`config.mk`:
```
export PLATFORM = sky130hd
export DESIGN_NAME = bash_line_buffer
export DESIGN_NICKNAME = d
export VERILOG_FILES = /design/src/rtl/bash_pkg.sv /design/src/rtl/bash_line_buffer_classify.sv /design/src/rtl/bash_line_buffer.sv
export SDC_FILE = /design/constraint.sdc
export NUM_CORES = 1
export LEC_CHECK = 0
export CAP_MARGIN = 40
export CORE_ASPECT_RATIO = 0.7
export CORE_UTILIZATION = 35
export DETAILED_ROUTE_END_ITERATION = 10
export PLACE_DENSITY = 0.58
export SYNTH_ARGS = -nofsm -noshare
export SYNTH_HDL_FRONTEND = slang
export SYNTH_SLANG_ARGS = --single-unit
```
`constraint.sdc`:
```
create_clock -name clk -period 2.8 [get_ports clk]
set_clock_uncertainty 0.15 [all_clocks]
set_input_delay 0.42 -clock clk [delete_from_list [all_inputs] [get_ports clk]]
set_output_delay 0.42 -clock clk [all_outputs]
set_load 0.1 [all_outputs]
```
`src/rtl/bash_pkg.sv`:
```
// Shared constants and types for the bash line-input front end.
// ASCII codes, FSM encoding and key class bundle.
package bash_pkg;

  localparam logic [7:0] ASC_NUL   = 8'h00;
  localparam logic [7:0] ASC_BS    = 8'h08;
  localparam logic [7:0] ASC_LF    = 8'h0A;
  localparam logic [7:0] ASC_CR    = 8'h0D;
  localparam logic [7:0] ASC_PR_LO = 8'h20;
  localparam logic [7:0] ASC_PR_HI = 8'h7E;

  localparam int DEF_MAX_LEN = 32;

  typedef enum logic [1:0] {
    ST_IDLE = 2'd0,
    ST_EDIT = 2'd1,
    ST_SEND = 2'd2
  } state_t;

  typedef struct packed {
    logic printable;
    logic backspace;
    logic enter;
    logic other;
  } key_cls_t;

endpackage

```
`src/rtl/bash_line_buffer_classify.sv`:
```
// ascii_classify: one-hot class of a keyboard code.
// key -> cls {printable, backspace, enter, other}.
module ascii_classify
  import bash_pkg::*;
(
  input  logic [7:0] key,
  output key_cls_t   cls
);

  always_comb begin
    cls.printable = (key >= ASC_PR_LO) && (key <= ASC_PR_HI);
    cls.backspace = (key == ASC_BS);
    cls.enter     = (key == ASC_LF) || (key == ASC_CR);
    cls.other     = ~(cls.printable | cls.backspace | cls.enter);
  end

endmodule

```
`src/rtl/bash_line_buffer.sv`:
```
// Editable line buffer: keys in, echo out, line streamed out with NUL.
// Ports: clk, rst_n, key_*, *_require_line, lineOut handshake, echo_*, overflow.
module bash_line_buffer
  import bash_pkg::*;
#(
  parameter int MAX_LEN    = DEF_MAX_LEN,
  parameter int LEN_W      = 13,
  parameter int START_EDIT = 1
) (
  input  logic             clk,
  input  logic             rst_n,
  input  logic             key_valid,
  input  logic [7:0]       key_ascii,
  input  logic             in_require_line,
  output logic             out_require_line,
  output logic [7:0]       lineOut,
  output logic             out_newASCII_ready,
  input  logic             lineOut_nextASCII,
  output logic [LEN_W-1:0] out_lineLen,
  output logic             echo_valid,
  output logic [7:0]       echo_ascii,
  output logic             overflow
);

  localparam int LW = $clog2(MAX_LEN + 1);
  localparam int AW = (MAX_LEN > 1) ? $clog2(MAX_LEN) : 1;
  localparam logic [LW-1:0] FULL = LW'(MAX_LEN);
  localparam state_t RST_ST =
    (START_EDIT != 0) ? ST_EDIT : ST_IDLE;

  state_t        state_q, state_d;
  logic [LW-1:0] len_q, len_d;
  logic [LW-1:0] idx_q, idx_d;
  logic [LW-1:0] llen_q, llen_d;
  logic          echo_v_d, ovf_d, req_d, wr_en;
  logic [7:0]    echo_a_d;
  logic [7:0]    buf_q [MAX_LEN];
  key_cls_t      cls;

  ascii_classify u_cls (
    .key (key_ascii),
    .cls (cls)
  );

  always_comb begin
    state_d  = state_q;
    len_d    = len_q;
    idx_d    = idx_q;
    llen_d   = llen_q;
    echo_v_d = 1'b0;
    echo_a_d = ASC_NUL;
    ovf_d    = 1'b0;
    req_d    = 1'b0;
    wr_en    = 1'b0;
    case (state_q)
      ST_IDLE: begin
        if (in_require_line) begin
          req_d   = 1'b1;
          len_d   = '0;
          state_d = ST_EDIT;
        end
      end
      ST_EDIT: begin
        if (key_valid) begin
          unique case (1'b1)
            cls.printable: begin
              if (len_q < FULL) begin
                wr_en    = 1'b1;
                len_d    = len_q + 1'b1;
                echo_v_d = 1'b1;
                echo_a_d = key_ascii;
              end else begin
                ovf_d = 1'b1;
              end
            end
            cls.backspace: begin
              if (len_q != '0) begin
                len_d    = len_q - 1'b1;
                echo_v_d = 1'b1;
                echo_a_d = ASC_BS;
              end
            end
            cls.enter: begin
              echo_v_d = 1'b1;
              echo_a_d = ASC_LF;
              llen_d   = len_q;
              idx_d    = '0;
              state_d  = ST_SEND;
            end
            cls.other: ;
          endcase
        end
      end
      ST_SEND: begin
        if (lineOut_nextASCII) begin
          if (idx_q < len_q) begin
            idx_d = idx_q + 1'b1;
          end else begin
            len_d   = '0;
            state_d = ST_IDLE;
          end
        end
      end
      default: state_d = ST_IDLE;
    endcase
  end

  always_ff @(posedge clk or negedge rst_n) begin
    if (!rst_n) begin
      state_q          <= RST_ST;
      len_q            <= '0;
      idx_q            <= '0;
      llen_q           <= '0;
      echo_valid       <= 1'b0;
      echo_ascii       <= ASC_NUL;
      overflow         <= 1'b0;
      out_require_line <= 1'b0;
    end else begin
      state_q          <= state_d;
      len_q            <= len_d;
      idx_q            <= idx_d;
      llen_q           <= llen_d;
      echo_valid       <= echo_v_d;
      echo_ascii       <= echo_a_d;
      overflow         <= ovf_d;
      out_require_line <= req_d;
    end
  end

  // Line storage is not reset; len_q alone says what is valid.
  always_ff @(posedge clk) begin
    if (wr_en) begin
      buf_q[len_q[AW-1:0]] <= key_ascii;
    end
  end

  assign out_newASCII_ready = (state_q == ST_SEND);
  assign out_lineLen        = LEN_W'(llen_q);
  assign lineOut =
    (out_newASCII_ready && (idx_q < len_q)) ?
    buf_q[idx_q[AW-1:0]] : ASC_NUL;

endmodule

```
==> results of run 1 <==
## layer usage
metal,vias to the layer above,GRT usage,wire [um]
met2,232,0.246,12600
li1,2797,-,-
met5,-,0,0
met4,0,0.0431,550
met1,3384,0.268,13900
met3,36,0.0469,2520
## cells in the final DEF (no fill, tap or decap), drive strengths merged, types with 3 or more instances in the layout
| cell | Yosys | routed |
|---|---|---|
| o21ai | 11 | 11 |
| a21o | 3 | 3 |
| buf | 16 | 137 |
| a31oi | 3 | 3 |
| xnor2 | 3 | 3 |
| nand2 | 16 | 16 |
| mux2i | 8 | 8 |
| clkbuf | 18 | 37 |
| nand2b | 4 | 4 |
| a21oi | 14 | 14 |
| mux4 | 80 | 80 |
| dfrtp | 30 | 30 |
| inv | 13 | 14 |
| o211ai | 6 | 6 |
| clkdlybuf4s50 | 0 | 12 |
| and2 | 8 | 8 |
| a22o | 10 | 10 |
| nor4 | 3 | 3 |
| and3 | 3 | 3 |
| a211oi | 3 | 3 |
| nor3 | 4 | 4 |
| conb | 1 | 8 |
| bufinv | 0 | 5 |
| o2111ai | 3 | 3 |
| ha | 10 | 10 |
| nand3 | 20 | 20 |
| clkinv | 0 | 10 |
| o21a | 3 | 3 |
| edfxtp | 256 | 256 |
| nor2 | 44 | 44 |
## kinds of logic after synthesis
family,Yosys count,share of synthesized area
compound gates,62,0.0367
simple gates,114,0.0480
buf+inv,47,0.0195
other cells,1,0.000320
mux,88,0.161
xor+xnor,3,0.00224
fa+ha+maj,10,0.0107
flops,287,0.722
## report_power, final
group	internal (mW)	switching [mW]
registers	4.72	0.0767
logic	1.52	1.58
clock network	2.35	1.60
## worst max-delay path by stage
stage                          from  slack, ps              endpoint
4_1_cts        idx_q[0]$_DFFE_PN0P_       -720            lineOut[0]
2_1_floorplan  idx_q[1]$_DFFE_PN0P_         10            lineOut[6]
6_report       idx_q[0]$_DFFE_PN0P_       -690            lineOut[0]
3_5_place_dp           key_ascii[4]       -240  len_q[3]$_DFFE_PN0P_
5_1_grt        idx_q[0]$_DFFE_PN0P_       -750            lineOut[4]
3_3_place_gp           key_ascii[4]       -270  len_q[5]$_DFFE_PN0P_
## layout make-up
cell class	instances	area share
Multi-Input combinational cell	285	0.215
Timing Repair Buffer	152	0.0981
Clock buffer	34	0.0511
Clock inverter	17	0.0145
Tap cell	427	0.0367
Inverter	13	0.00335
Sequential cell	287	0.581
## timing repair
action                     CTS  global route
hold endpoints to repair     0             0
gates resized for setup      0             4
setup endpoints to repair    8             8
buffers inserted             0             4
cloned                       0             5
## critical path, stage by stage, from the launching register on
cell and delay (ps):
sky130_fd_sc_hd__dfrtp_4 470, sky130_fd_sc_hd__buf_6 150, sky130_fd_sc_hd__buf_16 140, sky130_fd_sc_hd__mux4_2 530
sky130_fd_sc_hd__mux4_2 600, sky130_fd_sc_hd__a22o_4 280, sky130_fd_sc_hd__buf_12 170
## flip-flops by register name, indices dropped and copies added (netlist names)
register	count
out_require_line	1
overflow	1
llen_q	6
len_q	6
echo_valid	1
state_q	2
buf_q	256
idx_q	6
echo_ascii	8
==> reports/qor.log, run 1 <==
[run_status] violated checks design-rule violations, negative setup slack
[floorplan] effective utilization at floorplan 0.359
[floorplan] die span in y 155 um
[routing] DRC viols 3
[pwr] total power 11.8 mW
[cts] CTS Hold Bufs 0
[global_routing] vias in the first global route 6496
[finish] fill cell count 2827
[synthesis] post-synthesis instance total 612
[global_routing] sum of overflow across all layers after global routing 0
[synthesis] primary flip-flop cell chosen by synthesis mapping sky130_fd_sc_hd__edfxtp_1
[place] final estimated routing congestion in global placement 0.849
[global_routing] global-route wire length before repair 43.1 mm
[place] DPL Wire Length 19.8 mm
[routing] number of search-and-repair iterations in the first detailed-routing pass 7
[setup_path] kind of start point of the critical path register
[pwr] Peak supply drop 0.479 mV
[floorplan] Die X-Extent 221 um
[sta] final critical-path share of the clock period 1.25
[setup_path] worst flop-to-flop path endpoint len_q[0]$_DFFE_PN0P_
[synthesis] commonest cells in the netlist sky130_fd_sc_hd__edfxtp_1, sky130_fd_sc_hd__mux4_2, sky130_fd_sc_hd__nor2_1, sky130_fd_sc_hd__dfrtp_1, sky130_fd_sc_hd__nand3_1
[synthesis] cell taking the most area after synthesis sky130_fd_sc_hd__edfxtp_1
[setup_path] arrival time of data at the critical path endpoint 2920 ps
[synthesis] sequential-to-total area share from yosys stat 0.722
[sta] max-slew violation total from the final report 0
[synthesis] most area-consuming cells after synthesis sky130_fd_sc_hd__edfxtp_1, sky130_fd_sc_hd__mux4_2, sky130_fd_sc_hd__dfrtp_1
[sta] setup TNS -5340 ps
[synthesis] FFs w/ async S/R, synth 0.108
[cts] clock latency at the later pin of the worst-skew pair 570 ps
[routing] via/cell ratio 5.31
[setup_path] critical path capture point type primary output
[setup_path] worst path required time 2230 ps
[global_routing] GR Util All Layers 0.175
[place] cell area after placement 13500 um^2
[cts] Clk pin slew, worst setup/hold paths 70 ps
[cts] clk buf depth 3
[sta] minimum clock period 3490 ps
[finish] register area 8470 um^2
[pwr] Leakage 5.04 nW
[routing] routed wirelength normalized by instance count 24.3 um
[synthesis] number of enable-type register cells in the synthesized netlist 256
[synthesis] average size of a mapped cell 19.2 um^2
[routing] iteration-0 DRC count of the detailed router 610
[place] count of buffers from port buffering 38
[pwr] cell area power density 813 nW/um^2
[setup_path] reg2reg setup slack 410 ps
[synthesis] post-synth cell types 50
[routing] number of vias after detailed routing 6449
[setup_path] biggest fanout along the worst timing path 6
[routing] Routed Wire Length 29.5 mm
[floorplan] Die Outline Area 34200 um^2
[place] cell count after placement 1155
[floorplan] floorplan core area 32600 um^2
[sta] setup slack of the critical path after layout -686 ps
[sta] unrepaired setup endpoints after global routing true
[finish] final antenna diode count 0
[setup_path] class of the most critical setup path register to primary output
[floorplan] I/O Pins 46
[place] worst-case setup slack after placement -243 ps
[finish] finished layout cell area 14600 um^2
[synthesis] post-synthesis instance area 11700 um^2
[sta] hold violation count in the final report 0
[synthesis] number of synthesized register bits 287
[finish] layout overhead on the synthesized area 24.3%
[run_status] result of the run finished with violations
[finish] area taken by multi-input logic gates 3130 um^2
[synthesis] share of the synthesized area in the top cell type 0.656
[setup_path] depth of the worst register-to-register path 6
[sta] total of endpoints with negative setup slack in the final report 8
[finish] final net count 790
[finish] post-layout instance count excluding filler cells 1215
[run] number of maximum-capacitance violations 0
[global_routing] largest net degree at the start of global routing 35
[floorplan] Placement Rows 55
[cts] sink count of the clock tree 287
[finish] share of final-layout standard cells stronger than drive strength 1 0.352
[sta] hold slack final 113 ps
[finish] final cell utilization of the core 0.447
[synthesis] most repeated cell in the gate-level netlist after synthesis sky130_fd_sc_hd__edfxtp_1
[global_routing] number of antenna violations at the first check in global routing 1
[routing] Antenna Violating Nets Remaining 0
[cts] number of CTS-inserted buffers 28
[cts] CTS HTree Levels 1
[synthesis] Yosys warning total 0
[setup_path] Reg2Reg Launch Point len_q[3]$_DFFE_PN0P_
[sta] Max Freq 287 MHz
[cts] clock tree from TritonCTS built
[hold_path] path class of the lowest-slack min-delay path input pin to asynchronous set/reset pin
[cts] root cell of the clock tree sky130_fd_sc_hd__clkbuf_16
(Power assumes the default switching activity.)
==> inputs of run 2 (changes only) <==
SKIP_LAST_GASP = 1   (was not set)
==> results of run 2 <==
The final DEF is identical to that of run 1; final timing and power are the same.
